==> src/rtl/perifericos_es_if.sv <==
// rtl/perifericos_es_if.sv - core-side data/address bus for the perifericos_es unit
interface perifericos_es_if;
  logic [15:0] direcciones;
  logic [15:0] datos_wr;
  logic        we;
  logic [15:0] datos_rd;
  logic        sel;

  // The core drives address, write data and strobe; it takes back read data and the hit flag.
  modport master (
    output direcciones,
    output datos_wr,
    output we,
    input  datos_rd,
    input  sel
  );

  // The peripheral decodes the address and answers with combinational read data.
  modport slave (
    input  direcciones,
    input  datos_wr,
    input  we,
    output datos_rd,
    output sel
  );
endinterface

==> src/rtl/perifericos_es.sv <==
// rtl/perifericos_es.sv - memory-mapped I/O ports and prescaled down-counting timer
module perifericos_es #(
  parameter logic [15:0] BASE    = 16'hFF00,
  parameter int          PRESC_W = 8
) (
  input  logic            i_clk,
  input  logic            i_reset,
  perifericos_es_if.slave bus,
  input  logic [15:0]     i_ent,
  output logic [15:0]     o_sal,
  output logic            o_irq,
  input  logic            i_irq_ack
);

  typedef enum logic [1:0] {
    PARADO   = 2'd0,
    CONTANDO = 2'd1,
    EXPIRADO = 2'd2
  } estado_t;

  localparam logic [2:0] OFF_SAL    = 3'd0;
  localparam logic [2:0] OFF_ENT    = 3'd1;
  localparam logic [2:0] OFF_CTRL   = 3'd2;
  localparam logic [2:0] OFF_PRESC  = 3'd3;
  localparam logic [2:0] OFF_CARGA  = 3'd4;
  localparam logic [2:0] OFF_CUENTA = 3'd5;
  localparam logic [2:0] OFF_ESTADO = 3'd6;

  // Architectural registers
  logic [15:0]        r_sal;
  logic [15:0]        r_ent_s1;
  logic [15:0]        r_ent_s2;
  logic [2:0]         r_ctrl;      // bit0 en, bit1 autoreload, bit2 irq_en
  logic [PRESC_W-1:0] r_presc;
  logic [15:0]        r_carga;
  logic [15:0]        r_cuenta;
  logic [PRESC_W-1:0] r_pcnt;
  logic               r_flag;
  estado_t            r_state;

  // Decode and next-state wires
  logic               w_sel;
  logic [2:0]         w_off;
  logic               w_wr;
  logic               w_wr_ctrl;
  logic               w_wr_carga;
  logic               w_wr_estado;
  logic               w_running;
  logic               w_tick;
  logic               w_flag_set;
  logic               w_flag_clr;
  estado_t            w_state_nxt;
  logic [15:0]        w_cuenta_nxt;
  logic [PRESC_W-1:0] w_pcnt_nxt;

  assign w_sel       = (bus.direcciones[15:3] == BASE[15:3]);
  assign w_off       = bus.direcciones[2:0];
  assign w_wr        = bus.we & w_sel;
  assign w_wr_ctrl   = w_wr & (w_off == OFF_CTRL);
  assign w_wr_carga  = w_wr & (w_off == OFF_CARGA);
  assign w_wr_estado = w_wr & (w_off == OFF_ESTADO);

  assign w_running   = (r_state == CONTANDO);
  assign w_tick      = w_running & (r_pcnt == r_presc);

  // Acknowledge from the control unit or a 1 written to ESTADO bit0 drops the flag.
  assign w_flag_clr  = i_irq_ack | (w_wr_estado & bus.datos_wr[0]);

  assign bus.sel     = w_sel;
  assign o_sal       = r_sal;
  assign o_irq       = r_flag & r_ctrl[2];

  // Software-writable registers; read-only offsets and offset 7 drop the write.
  always_ff @(posedge i_clk) begin
    if (i_reset) begin
      r_sal   <= '0;
      r_ctrl  <= '0;
      r_presc <= '0;
      r_carga <= '0;
    end else if (w_wr) begin
      case (w_off)
        OFF_SAL:   r_sal   <= bus.datos_wr;
        OFF_CTRL:  r_ctrl  <= bus.datos_wr[2:0];
        OFF_PRESC: r_presc <= bus.datos_wr[PRESC_W-1:0];
        OFF_CARGA: r_carga <= bus.datos_wr;
        default:   ;
      endcase
    end
  end

  // Two-flop synchronizer for the asynchronous input pins.
  always_ff @(posedge i_clk) begin
    if (i_reset) begin
      r_ent_s1 <= '0;
      r_ent_s2 <= '0;
    end else begin
      r_ent_s1 <= i_ent;
      r_ent_s2 <= r_ent_s1;
    end
  end

  // Timer state, count, prescaler and flag registers.
  always_ff @(posedge i_clk) begin
    if (i_reset) begin
      r_state  <= PARADO;
      r_cuenta <= '0;
      r_pcnt   <= '0;
      r_flag   <= 1'b0;
    end else begin
      r_state  <= w_state_nxt;
      r_cuenta <= w_cuenta_nxt;
      r_pcnt   <= w_pcnt_nxt;
      if (w_flag_set) begin
        r_flag <= 1'b1;
      end else if (w_flag_clr) begin
        r_flag <= 1'b0;
      end
    end
  end

  // Timer next state: prescaled countdown, expiry handling and software overrides.
  always_comb begin
    w_state_nxt  = r_state;
    w_cuenta_nxt = r_cuenta;
    w_pcnt_nxt   = r_pcnt;
    w_flag_set   = 1'b0;

    unique case (r_state)
      PARADO, EXPIRADO: begin
        w_pcnt_nxt = '0;
        if (r_state == EXPIRADO) begin
          w_cuenta_nxt = '0;
        end
        if (w_wr_ctrl && bus.datos_wr[0]) begin
          w_state_nxt  = CONTANDO;
          w_cuenta_nxt = r_carga;
        end
      end
      CONTANDO: begin
        if (w_tick) begin
          w_pcnt_nxt = '0;
          if (r_cuenta != 16'd0) begin
            w_cuenta_nxt = r_cuenta - 16'd1;
          end else begin
            w_flag_set = 1'b1;
            if (r_ctrl[1]) begin
              w_cuenta_nxt = r_carga;
            end else begin
              w_state_nxt = EXPIRADO;
            end
          end
        end else begin
          w_pcnt_nxt = r_pcnt + 1'b1;
        end
        // A new CARGA while counting restarts the countdown from the written value.
        if (w_wr_carga) begin
          w_state_nxt  = CONTANDO;
          w_cuenta_nxt = bus.datos_wr;
          w_pcnt_nxt   = '0;
          w_flag_set   = 1'b0;
        end
      end
      default: begin
        w_state_nxt = PARADO;
      end
    endcase

    // Disabling from any state stops the timer and freezes the current count.
    if (w_wr_ctrl && !bus.datos_wr[0]) begin
      w_state_nxt  = PARADO;
      w_cuenta_nxt = r_cuenta;
      w_pcnt_nxt   = '0;
      w_flag_set   = 1'b0;
    end
  end

  // Combinational read mux so single-cycle loads complete in the same cycle.
  always_comb begin
    bus.datos_rd = '0;
    if (w_sel) begin
      case (w_off)
        OFF_SAL:    bus.datos_rd = r_sal;
        OFF_ENT:    bus.datos_rd = r_ent_s2;
        OFF_CTRL:   bus.datos_rd = {13'd0, r_ctrl};
        OFF_PRESC:  bus.datos_rd = 16'(r_presc);
        OFF_CARGA:  bus.datos_rd = r_carga;
        OFF_CUENTA: bus.datos_rd = r_cuenta;
        OFF_ESTADO: bus.datos_rd = {14'd0, w_running, r_flag};
        default:    bus.datos_rd = '0;
      endcase
    end
  end

endmodule

==> src/flat_wrapper.sv <==
// flat-port wrapper written by rule: the top's interface ports become plain ports
module perifericos_es_flat 
#(
  parameter logic [15:0] BASE    = 16'hFF00,
  parameter int          PRESC_W = 8
)
  (i_clk, i_reset, i_ent, o_sal, o_irq, i_irq_ack, bus_direcciones, bus_datos_wr, bus_we, bus_datos_rd, bus_sel);
  perifericos_es_if bus_i ();
  input  logic i_clk;
  input  logic i_reset;
  input  logic [15:0] i_ent;
  output logic [15:0] o_sal;
  output logic o_irq;
  input  logic i_irq_ack;
  input wire logic [$bits(bus_i.direcciones)-1:0] bus_direcciones;
  input wire logic [$bits(bus_i.datos_wr)-1:0] bus_datos_wr;
  input wire logic [$bits(bus_i.we)-1:0] bus_we;
  output wire logic [$bits(bus_i.datos_rd)-1:0] bus_datos_rd;
  output wire logic [$bits(bus_i.sel)-1:0] bus_sel;
  assign bus_i.direcciones = bus_direcciones;
  assign bus_i.datos_wr = bus_datos_wr;
  assign bus_i.we = bus_we;
  assign bus_datos_rd = bus_i.datos_rd;
  assign bus_sel = bus_i.sel;
  perifericos_es #(.BASE(BASE), .PRESC_W(PRESC_W)) u_core (.i_clk(i_clk), .i_reset(i_reset), .bus(bus_i), .i_ent(i_ent), .o_sal(o_sal), .o_irq(o_irq), .i_irq_ack(i_irq_ack));
endmodule
==> config.mk <==
export PLATFORM = sky130hd
export DESIGN_NAME = perifericos_es_flat
export DESIGN_NICKNAME = d
export VERILOG_FILES = /design/src/rtl/perifericos_es_if.sv /design/src/rtl/perifericos_es.sv /design/src/flat_wrapper.sv
export SDC_FILE = /design/constraint.sdc
export NUM_CORES = 1
export LEC_CHECK = 0
export BUFFER_PORTS_ARGS = -buffer_cell sky130_fd_sc_hd__buf_2
export CORE_AREA = 2 2 135 137
export CTS_CLUSTER_SIZE = 40
export DETAILED_ROUTE_END_ITERATION = 10
export DIE_AREA = 0 0 137 139
export PLACE_DENSITY = 0.47
export SLEW_MARGIN = 0
export SYNTH_ARGS = -nofsm -noshare
export SYNTH_HDL_FRONTEND = slang
export SYNTH_SLANG_ARGS = --single-unit
==> constraint.sdc <==
create_clock -name i_clk -period 5.7 [get_ports i_clk]
set_clock_uncertainty 0.2 [all_clocks]
set_input_delay 0.285 -clock i_clk [delete_from_list [all_inputs] [get_ports i_clk]]
set_output_delay 0.285 -clock i_clk [all_outputs]
set_load 0.01 [all_outputs]
After elaboration in Yosys (flattened, before gate mapping)
Index checks and enable logic that the tools add are counted. W data, S select, Z words.

Add/subtract/negate cells: 2. Equal/unequal tests: 16. Mux-type cells: 25. Bitwise logic cells: 9. Reductions and logical operators: 16.

Operator list (count): $mux W16 (7); $pmux W16 S7 (1); $pmux W16 S2 (1); $mux W8 (2); $pmux W8 S2 (1); $reduce_bool A16 Y1 (1); $sub A16 B1 Y16 const B (1); $eq A13 B13 Y1 const B (1); $mux W2 (5); $eq A3 B3 Y1 const B (3); $add A8 B1 Y8 const B (1); $eq A8 B8 Y1 (1); $reduce_and A2 Y1 (4); $and A1 B1 Y1 (7); $mux W1 (7); $eq A3 B2 Y1 const B (2); $ne A3 B2 Y1 const B (2); $reduce_and A5 Y1 (1); $ne A4 B2 Y1 const B (1); $pmux W2 S2 (1); $reduce_and A4 Y1 (1); $reduce_bool A2 Y1 (2); $reduce_or A2 Y1 (2); $eq A3 B1 Y1 const B (1); 11 further kinds (12).

Bits in registers: 102. Bits of input ports: 52. Output and inout bits: 34. Word-level logic and storage cells: 78.

Longest topological paths before layout
Gate-level depths: netlist of the first run.

Depth in word-level cells: 7. Mapped depth: 9. Depth with buffers taken out: 8.

Least setup slack after synthesis of the first run
Ideal clock, no wire load.

Path type: register to register. Start point: reg u_core.r_cuenta[0]. End point: reg u_core.r_cuenta[3]. Library setup time: 88 ps. Arrival: 2342 ps. Data required time: 5412 ps. Setup slack: 3070 ps. Stages on the path, launching flop included: 10. Path buffers: 1. Period minus slack after synthesis: 2630 ps. Cells stage by stage: dfxtp_1 -> inv_1 -> ha_1 -> or4b_1 -> or4_4 -> a211o_1 -> nand2_1 -> buf_2 -> a22oi_1 -> o32ai_2.

Word-level cells in the longest chain between the ends: 5. Elaborated cells on any way between the ends: 8. Those cells by class: 1 x add/sub; 1 x eq/ne; 4 x mux; 2 x reduce/logical.

Ends and longest elaborated chain: start, declared (line perifericos_es.sv:36) `logic [15:0] r_cuenta;`; start signal, assigned (line perifericos_es.sv:111) `r_cuenta <= w_cuenta_nxt;`; $sub A16 B1 Y16 or $reduce_bool A16 Y1 (tied branches) (line perifericos_es.sv:143, perifericos_es.sv:142); $mux W16 (line perifericos_es.sv:142) `if (r_cuenta != 16'd0) begin`; $mux W16 (line perifericos_es.sv:140) `if (w_tick) begin`; $mux W16 (line perifericos_es.sv:156) `if (w_wr_carga) begin`; $pmux W16 S2 (line perifericos_es.sv:128) `unique case (r_state)`.

Several ways; a longest one is shown, not always the timed one. The select of a mux whose other input is x is not followed. A chain may end at the register's enable or synchronous reset.

Final worst setup path of the first run
Start point: reg u_core.r_cuenta[1]. End point: reg u_core.r_cuenta[3].

The elaborated chain is that of the path after synthesis.

==> results.json, run 1 <==
{
  "worst_slew_pin_slew_ns": 1.04,
  "nFillCells": 1881,
  "slowest_stage": "or4_4",
  "power_density_nw_per_um2": 227,
  "fin_cells": 945,
  "outcome": "complete, no violations",
  "drtPass1Iterations": 5,
  "cp_max_fo": 11,
  "yosysTopAreaCell": "dfxtp_1",
  "min_from": "bus_datos_wr[5]",
  "worst_setup_path_start_kind": "flop",
  "viasPerCell": 5.12,
  "pre_cts_ws_ns": 2.62,
  "wl_per_cell_um": 17.7,
  "num_rows": 49,
  "yosysSeqAreaShare_pct": 39.1,
  "die_h_um": 139,
  "dieArea_um2": 19000,
  "die_w_um": 137,
  "antenna_found_initial": 0,
  "slew_headroom_pct": 30.3,
  "start_util_pct": 29.6,
  "area_growth_pct": 21.7,
  "dr_total_vias": 4836,
  "postSynthAreaPerCell_um2": 8.32,
  "fin_area_um2": 6350,
  "synth_area_um2": 5220,
  "rsz0062_at_grt": "false",
  "layout_setup_ws_ns": 2.62,
  "timing.rr.start": "u_core.r_cuenta[1]",
  "cp-end-kind": "flop",
  "grt_overflow": 0,
  "cts_root_buffer": "clkbuf_16",
  "portBuffers": 85,
  "drtIter0Drc": 269,
  "finalSetupTns_ns": 0,
  "clock_path_buffers": 2,
  "grt_max_degree": 57,
  "synth-edff-count": 0,
  "worstPathRequired_ns": 5.77,
  "rrSetupSlack_ns": 2.62,
  "ant_nets": 0,
  "leakage_nw": 2.45,
  "regArea_um2": 2040,
  "grt_pass1_vias": 4692,
  "cp.arrival_ns": 3.15,
  "path_cells": "inv_1 > ha_1 > or4b_1 > or4_4 > a211o_1 > nand2_1 > a22oi_1 > o32ai_2",
  "syn-num-nets": 683,
  "fmax_mhz": 325,
  "multiInputGateArea_um2": 2930,
  "post_cts_buffers": 0,
  "holdPathEnd": "u_core.r_carga[5]",
  "place_inst": 903,
  "worstSkewPairLatency_ns": 0.36,
  "setup_viol": 0,
  "r2r.worst_path.cells": 8,
  "ys_ff_latch": 102,
  "drc_errors": 0,
  "coreArea_um2": 17700,
  "grtUsageTotal_pct": 17.9,
  "diodes": 0,
  "holdPathStages": 3,
  "slowest_delay_ns": 0.53,
  "r2r_end": "u_core.r_cuenta[3]",
  "clkTransAtPathRegs_ns": 0.07,
  "period_share_pct": 54.0,
  "fin_crit_ns": 3.08,
  "criticalPathCategory": "reg -> reg",
  "finalHoldViolCount": 0,
  "ios": 86,
  "grt_pass1_wl_mm": 26.2,
  "power_w": 0.00144,
  "synth_cell_types": 62,
  "wl_mm": 16.7,
  "yosys.area.top_type_share_pct": 39.1,
  "syn_inst": 628,
  "layout.nets": 767,
  "yosys_most_used_dff": "dfxtp_1",
  "drive_gt1_share_pct": 20.3,
  "ir_drop_uv": 163,
  "cts.sinks": 102,
  "min_path_type": "in -> reg",
  "slew_viol_final": 0,
  "place.gp.congestion": 0.834,
  "placed_area_um2": 5800,
  "dp_hpwl_mm": 11.7,
  "async_reset_ff_share_pct": 0,
  "h-tree-depth": 3,
  "yosysWarnings": 0,
  "cts_tree": "yes",
  "drv_cap": 0,
  "cts_buffers": 9,
  "synth_area_leaders": "dfxtp_1, nand2_1, a21oi_1"
}
[per-stage QoR]
step	utilization (%)	hold WS, ns
after floorplan	-	0.213
after global placement	32.8	0.223
after detailed placement	32.8	0.224
after CTS	36.0	0.00529
after global routing	36.0	0.00699
final	36.0	0.0140
[flip-flops by register name, summed over array words and instances, names as in the netlist]
| name | flops |
|---|---|
| u_core.o_sal | 16 |
| u_core.r_carga | 16 |
| u_core.r_ctrl | 3 |
| u_core.r_cuenta | 16 |
| u_core.r_ent_s1 | 16 |
| u_core.r_ent_s2 | 16 |
| u_core.r_flag | 1 |
| u_core.r_pcnt | 8 |
| u_core.r_presc | 8 |
| u_core.r_state | 2 |
[worst max path at each step]
stage                     endpoint  slack, ns          startpoint
5_1_grt         u_core.r_cuenta[3]       2.42  u_core.r_cuenta[1]
3_5_place_dp   u_core.r_cuenta[11]       2.62  bus_direcciones[3]
2_1_floorplan   u_core.r_cuenta[3]       3.07  u_core.r_cuenta[0]
6_report        u_core.r_cuenta[3]       2.62  u_core.r_cuenta[1]
4_1_cts         u_core.r_cuenta[3]       2.63  u_core.r_cuenta[0]
3_3_place_gp   u_core.r_cuenta[14]       2.65  bus_direcciones[3]
[layout make-up]
type | instances | share of cell area (%)
multi-input combinational | 464 | 46.2
sequential | 102 | 32.1
clock inverter | 6 | 0.965
clock buffer | 9 | 3.54
inverter | 17 | 1.00
tap | 229 | 4.51
timing repair buffer | 118 | 11.7
[power breakdown]
group | leakage [nW] | total, W | internal (W) | switching, W
clock network | 0.141 | 0.000623 | 0.000338 | 0.000285
registers | 0.828 | 0.000725 | 0.000723 | 0.00000295
logic | 1.48 | 0.0000909 | 0.0000417 | 0.0000493
[metal layers]
layer | wire length (um) | track usage (%) | vias to the layer above
met5 | 0 | 0 | -
met4 | 321 | 5.15 | 0
met3 | 956 | 4.61 | 24
met2 | 7780 | 28.6 | 145
met1 | 7660 | 23.6 | 2294
li1 | - | - | 2373
[placed cells by master, fill, tap and decap left out, drive strengths merged, types with 14 or more instances in the layout]
cell and instances:
a21oi 64, dlygate4sd3 27, a22oi 15, nand4 16, nor2 47, nor2b 36, dfxtp 102, xor2 14
nor3 14, nand2 97, buf 91, inv 18, mux2 14, nand3 16
[worst max-delay path: cells and delay by family (launching register included)]
family	cells	cell delay, ns
flip-flops	1	0.38
adder cells (fa/ha/maj)	1	0.21
buffers and inverters	1	0.10
AO/OA/AOI/OAI	3	0.67
AND/OR/NAND/NOR	3	1.43
[cell families (layout without fill, tap and decap cells)]
family / Yosys count / count (layout) / share of synthesized area, %
AOI/OAI and AO/OA: 133 / 133 / 18.1
xor gates and xnor gates: 25 / 25 / 4.19
adders and majority gates: 3 / 3 / 0.719
buffers and inverters: 62 / 150 / 5.01
DFF: 102 / 102 / 39.1
muxes: 26 / 26 / 6.28
and+or+nand+nor: 277 / 277 / 26.6
[synthesized netlist by cell type (4+ instances only)]
| cell type | instances |
|---|---|
| nand3_1 | 15 |
| nor3_1 | 13 |
| buf_1 | 4 |
| a22oi_1 | 15 |
| mux2_2 | 14 |
| nor2b_1 | 36 |
| dfxtp_1 | 102 |
| and2_1 | 4 |
| mux4_2 | 4 |
| mux2i_1 | 8 |
| buf_2 | 5 |
| nand2b_1 | 10 |
| inv_1 | 16 |
| or4_1 | 4 |
| a211oi_1 | 4 |
| nand4_1 | 16 |
| a31oi_1 | 4 |
| o21bai_1 | 4 |
| clkbuf_1 | 33 |
| o32ai_2 | 10 |
| nand2_1 | 97 |
| a21oi_1 | 63 |
| nor2_1 | 47 |
| xor2_1 | 14 |
| and3_1 | 6 |
| xnor2_1 | 11 |
| nor4_1 | 8 |
| o31ai_1 | 8 |
[what timing repair did]
item / CTS / global route
gates resized for setup: 0 / 0
hold buffers: 27 / 0
hold endpoints to repair: 34 / 0
No activity file was read; power rests on OpenSTA's default activity.
==> inputs of run 2 (changes only) <==
- ABC_AREA: not set -> 1
- PLACE_DENSITY: 0.47 -> 0.46
- clock period: 5.7 -> 2.95 ns (I/O delays scaled with it)
==> results.json, run 2 <==
{
  "outcome": "complete, no violations",
  "grt_overflow": 0,
  "start_util_pct": 29.4,
  "fin_area_um2": 6570,
  "ys_ff_latch": 102,
  "synth-edff-count": 0,
  "final_common_cell": "nand2_1",
  "layout_setup_ws_ns": 0.706,
  "dieArea_um2": 19000,
  "ios": 86,
  "grt_pass1_vias": 5138,
  "yosysMostFrequentCell": "nand2_1",
  "fin_crit_ns": 2.24,
  "drc_errors": 0,
  "yosysWarnings": 0,
  "layout.nets": 981,
  "num_rows": 49,
  "path_cells": "nor2_1 > nand2_1 > nor2_4 > nand2_1 > nor2_1 > nand3_1 > nand2_1 > nor2_1 > nand2_2 > buf_12 > nand2_1 > nand2_1 > nor2_1",
  "worstSkewPairLatency_ns": 0.36,
  "drtIter0Drc": 297,
  "cp.arrival_ns": 2.30,
  "min_path_type": "in -> reg",
  "slowest_stage": "dfxtp_1",
  "syn-num-nets": 865,
  "viasPerCell": 4.63,
  "nFillCells": 1969,
  "async_reset_ff_share_pct": 0,
  "place.gp.congestion": 0.858,
  "wl_mm": 17.4,
  "mostFrequentLayoutCells": "nand2_1, nor2_1, dfxtp_1, inv_1, buf_2",
  "grt_pass1_wl_mm": 28.1,
  "synth_common_cells": "nand2_1, nor2_1, dfxtp_1",
  "yosysTopAreaCell": "dfxtp_1",
  "cts.sinks": 102,
  "synth_cell_types": 32,
  "wl_per_cell_um": 15.0,
  "cp_max_fo": 17,
  "postSynthAreaPerCell_um2": 6.41,
  "leakage_nw": 3.10,
  "clkTransAtPathRegs_ns": 0.08,
  "grtUsageTotal_pct": 19.0,
  "ant_nets": 0,
  "die_w_um": 137,
  "synth_area_um2": 5190,
  "clock_path_buffers": 2,
  "power_density_nw_per_um2": 835,
  "h-tree-depth": 3,
  "regArea_um2": 2040,
  "drv_cap": 0,
  "drive_gt1_share_pct": 14.1,
  "dr_total_vias": 5376,
  "multiInputGateArea_um2": 2670,
  "grt_max_degree": 54,
  "finalSetupTns_ns": 0,
  "syn_inst": 810,
  "cts_tree": "yes",
  "cts_buffers": 9,
  "rsz0062_at_grt": "false",
  "fmax_mhz": 446,
  "slowest_delay_ns": 0.37,
  "slew_viol_final": 0,
  "worstPathRequired_ns": 3.00,
  "portBuffers": 85,
  "setup_viol": 0,
  "placed_area_um2": 5920,
  "yosys.area.top_type_share_pct": 39.4,
  "crit_buf_inv": 1,
  "worst_setup_path_start_kind": "flop",
  "slew_headroom_pct": 59.3,
  "ir_drop_uv": 436,
  "yosysSeqAreaShare_pct": 39.4,
  "cts_root_buffer": "clkbuf_16",
  "diodes": 0,
  "period_share_pct": 76.1,
  "cp_common_cell": "nand2_1",
  "yosys_most_used_dff": "dfxtp_1",
  "synth_area_leaders": "dfxtp_1, nand2_1, nor2_1",
  "cp-end-kind": "flop",
  "cpLargestDelayFamily": "simple AND/OR/NAND/NOR gates",
  "pre_cts_ws_ns": 0.709,
  "finalHoldViolCount": 0,
  "drtPass1Iterations": 4,
  "coreArea_um2": 17700,
  "die_h_um": 139,
  "dp_hpwl_mm": 12.9,
  "area_growth_pct": 26.6,
  "ctsResizeCount": 0,
  "antenna_found_initial": 0,
  "worst_slew_pin_slew_ns": 0.610,
  "criticalPathCategory": "reg -> reg"
}
==> run 2: cell type report <==
| cell class | instances | share of cell area (%) |
|---|---|---|
| well taps | 229 | 4.36 |
| clock inverters | 7 | 1.41 |
| clock buffers | 9 | 3.43 |
| multi-input cells | 583 | 40.6 |
| inverters | 95 | 5.43 |
| flip-flops and latches | 102 | 31.1 |
| repair buffers | 135 | 13.6 |
==> run 2: routing by layer <==
metal,GRT usage (%),routed length (um)
met5,0,0
met4,5.43,247
met3,2.12,740
met2,30.0,7990
met1,27.1,8370
==> run 2: logic make-up (layout without fill, tap and decap cells) <==
family,Yosys count,after routing,share of synthesized area [%]
fa+ha+maj,3,3,0.723
xor+xnor,17,17,2.87
flops,102,102,39.4
simple gates,470,470,37.2
compound gates,93,93,10.5
buf+inv,125,246,9.28
==> run 2: per-stage QoR <==
step	std cells	utilization [%]	hold slack, ns	total power, W
2_1_floorplan	810	-	0.0545	0.00348
3_3_place_gp	1111	33.5	0.150	0.00420
3_5_place_dp	1111	33.5	0.154	0.00419
4_1_cts	1160	37.2	0.0548	0.00553
5_1_grt	1160	37.2	0.110	0.00598
6_report	1160	37.2	0.0612	0.00548
==> run 2: worst paths after layout <==
check                           slack [ns]                   to                 from  depth (start not counted)
worst max-delay path                  0.71   u_core.r_cuenta[1]  u_core.r_cuenta[10]                         13
worst min-delay path                  0.06      u_core.o_sal[4]              i_reset                          4
worst max register to register        0.71   u_core.r_cuenta[1]  u_core.r_cuenta[10]                         13
worst min register to register        0.20  u_core.r_ent_s2[14]  u_core.r_ent_s1[14]                          2
==> run 2: what timing repair did <==
item | CTS | global route
hold buffers | 33 | 0
hold endpoints to repair | 59 | 0
setup buffers | 0 | 0
==> run 2: power by group <==
group / total, W / switching (W) / internal (W) / leakage, nW
combinational: 0.00260 / 0.00167 / 0.000923 / 2.11
clock: 0.00128 / 0.000603 / 0.000680 / 0.155
sequential: 0.00160 / 0.000114 / 0.00149 / 0.830
==> run 2: tightest hold or removal path: stages <==
cell and delay (ns):
buf_2 0.09, inv_1 0.16, o21ai_0 0.13, nor2_1 0.04
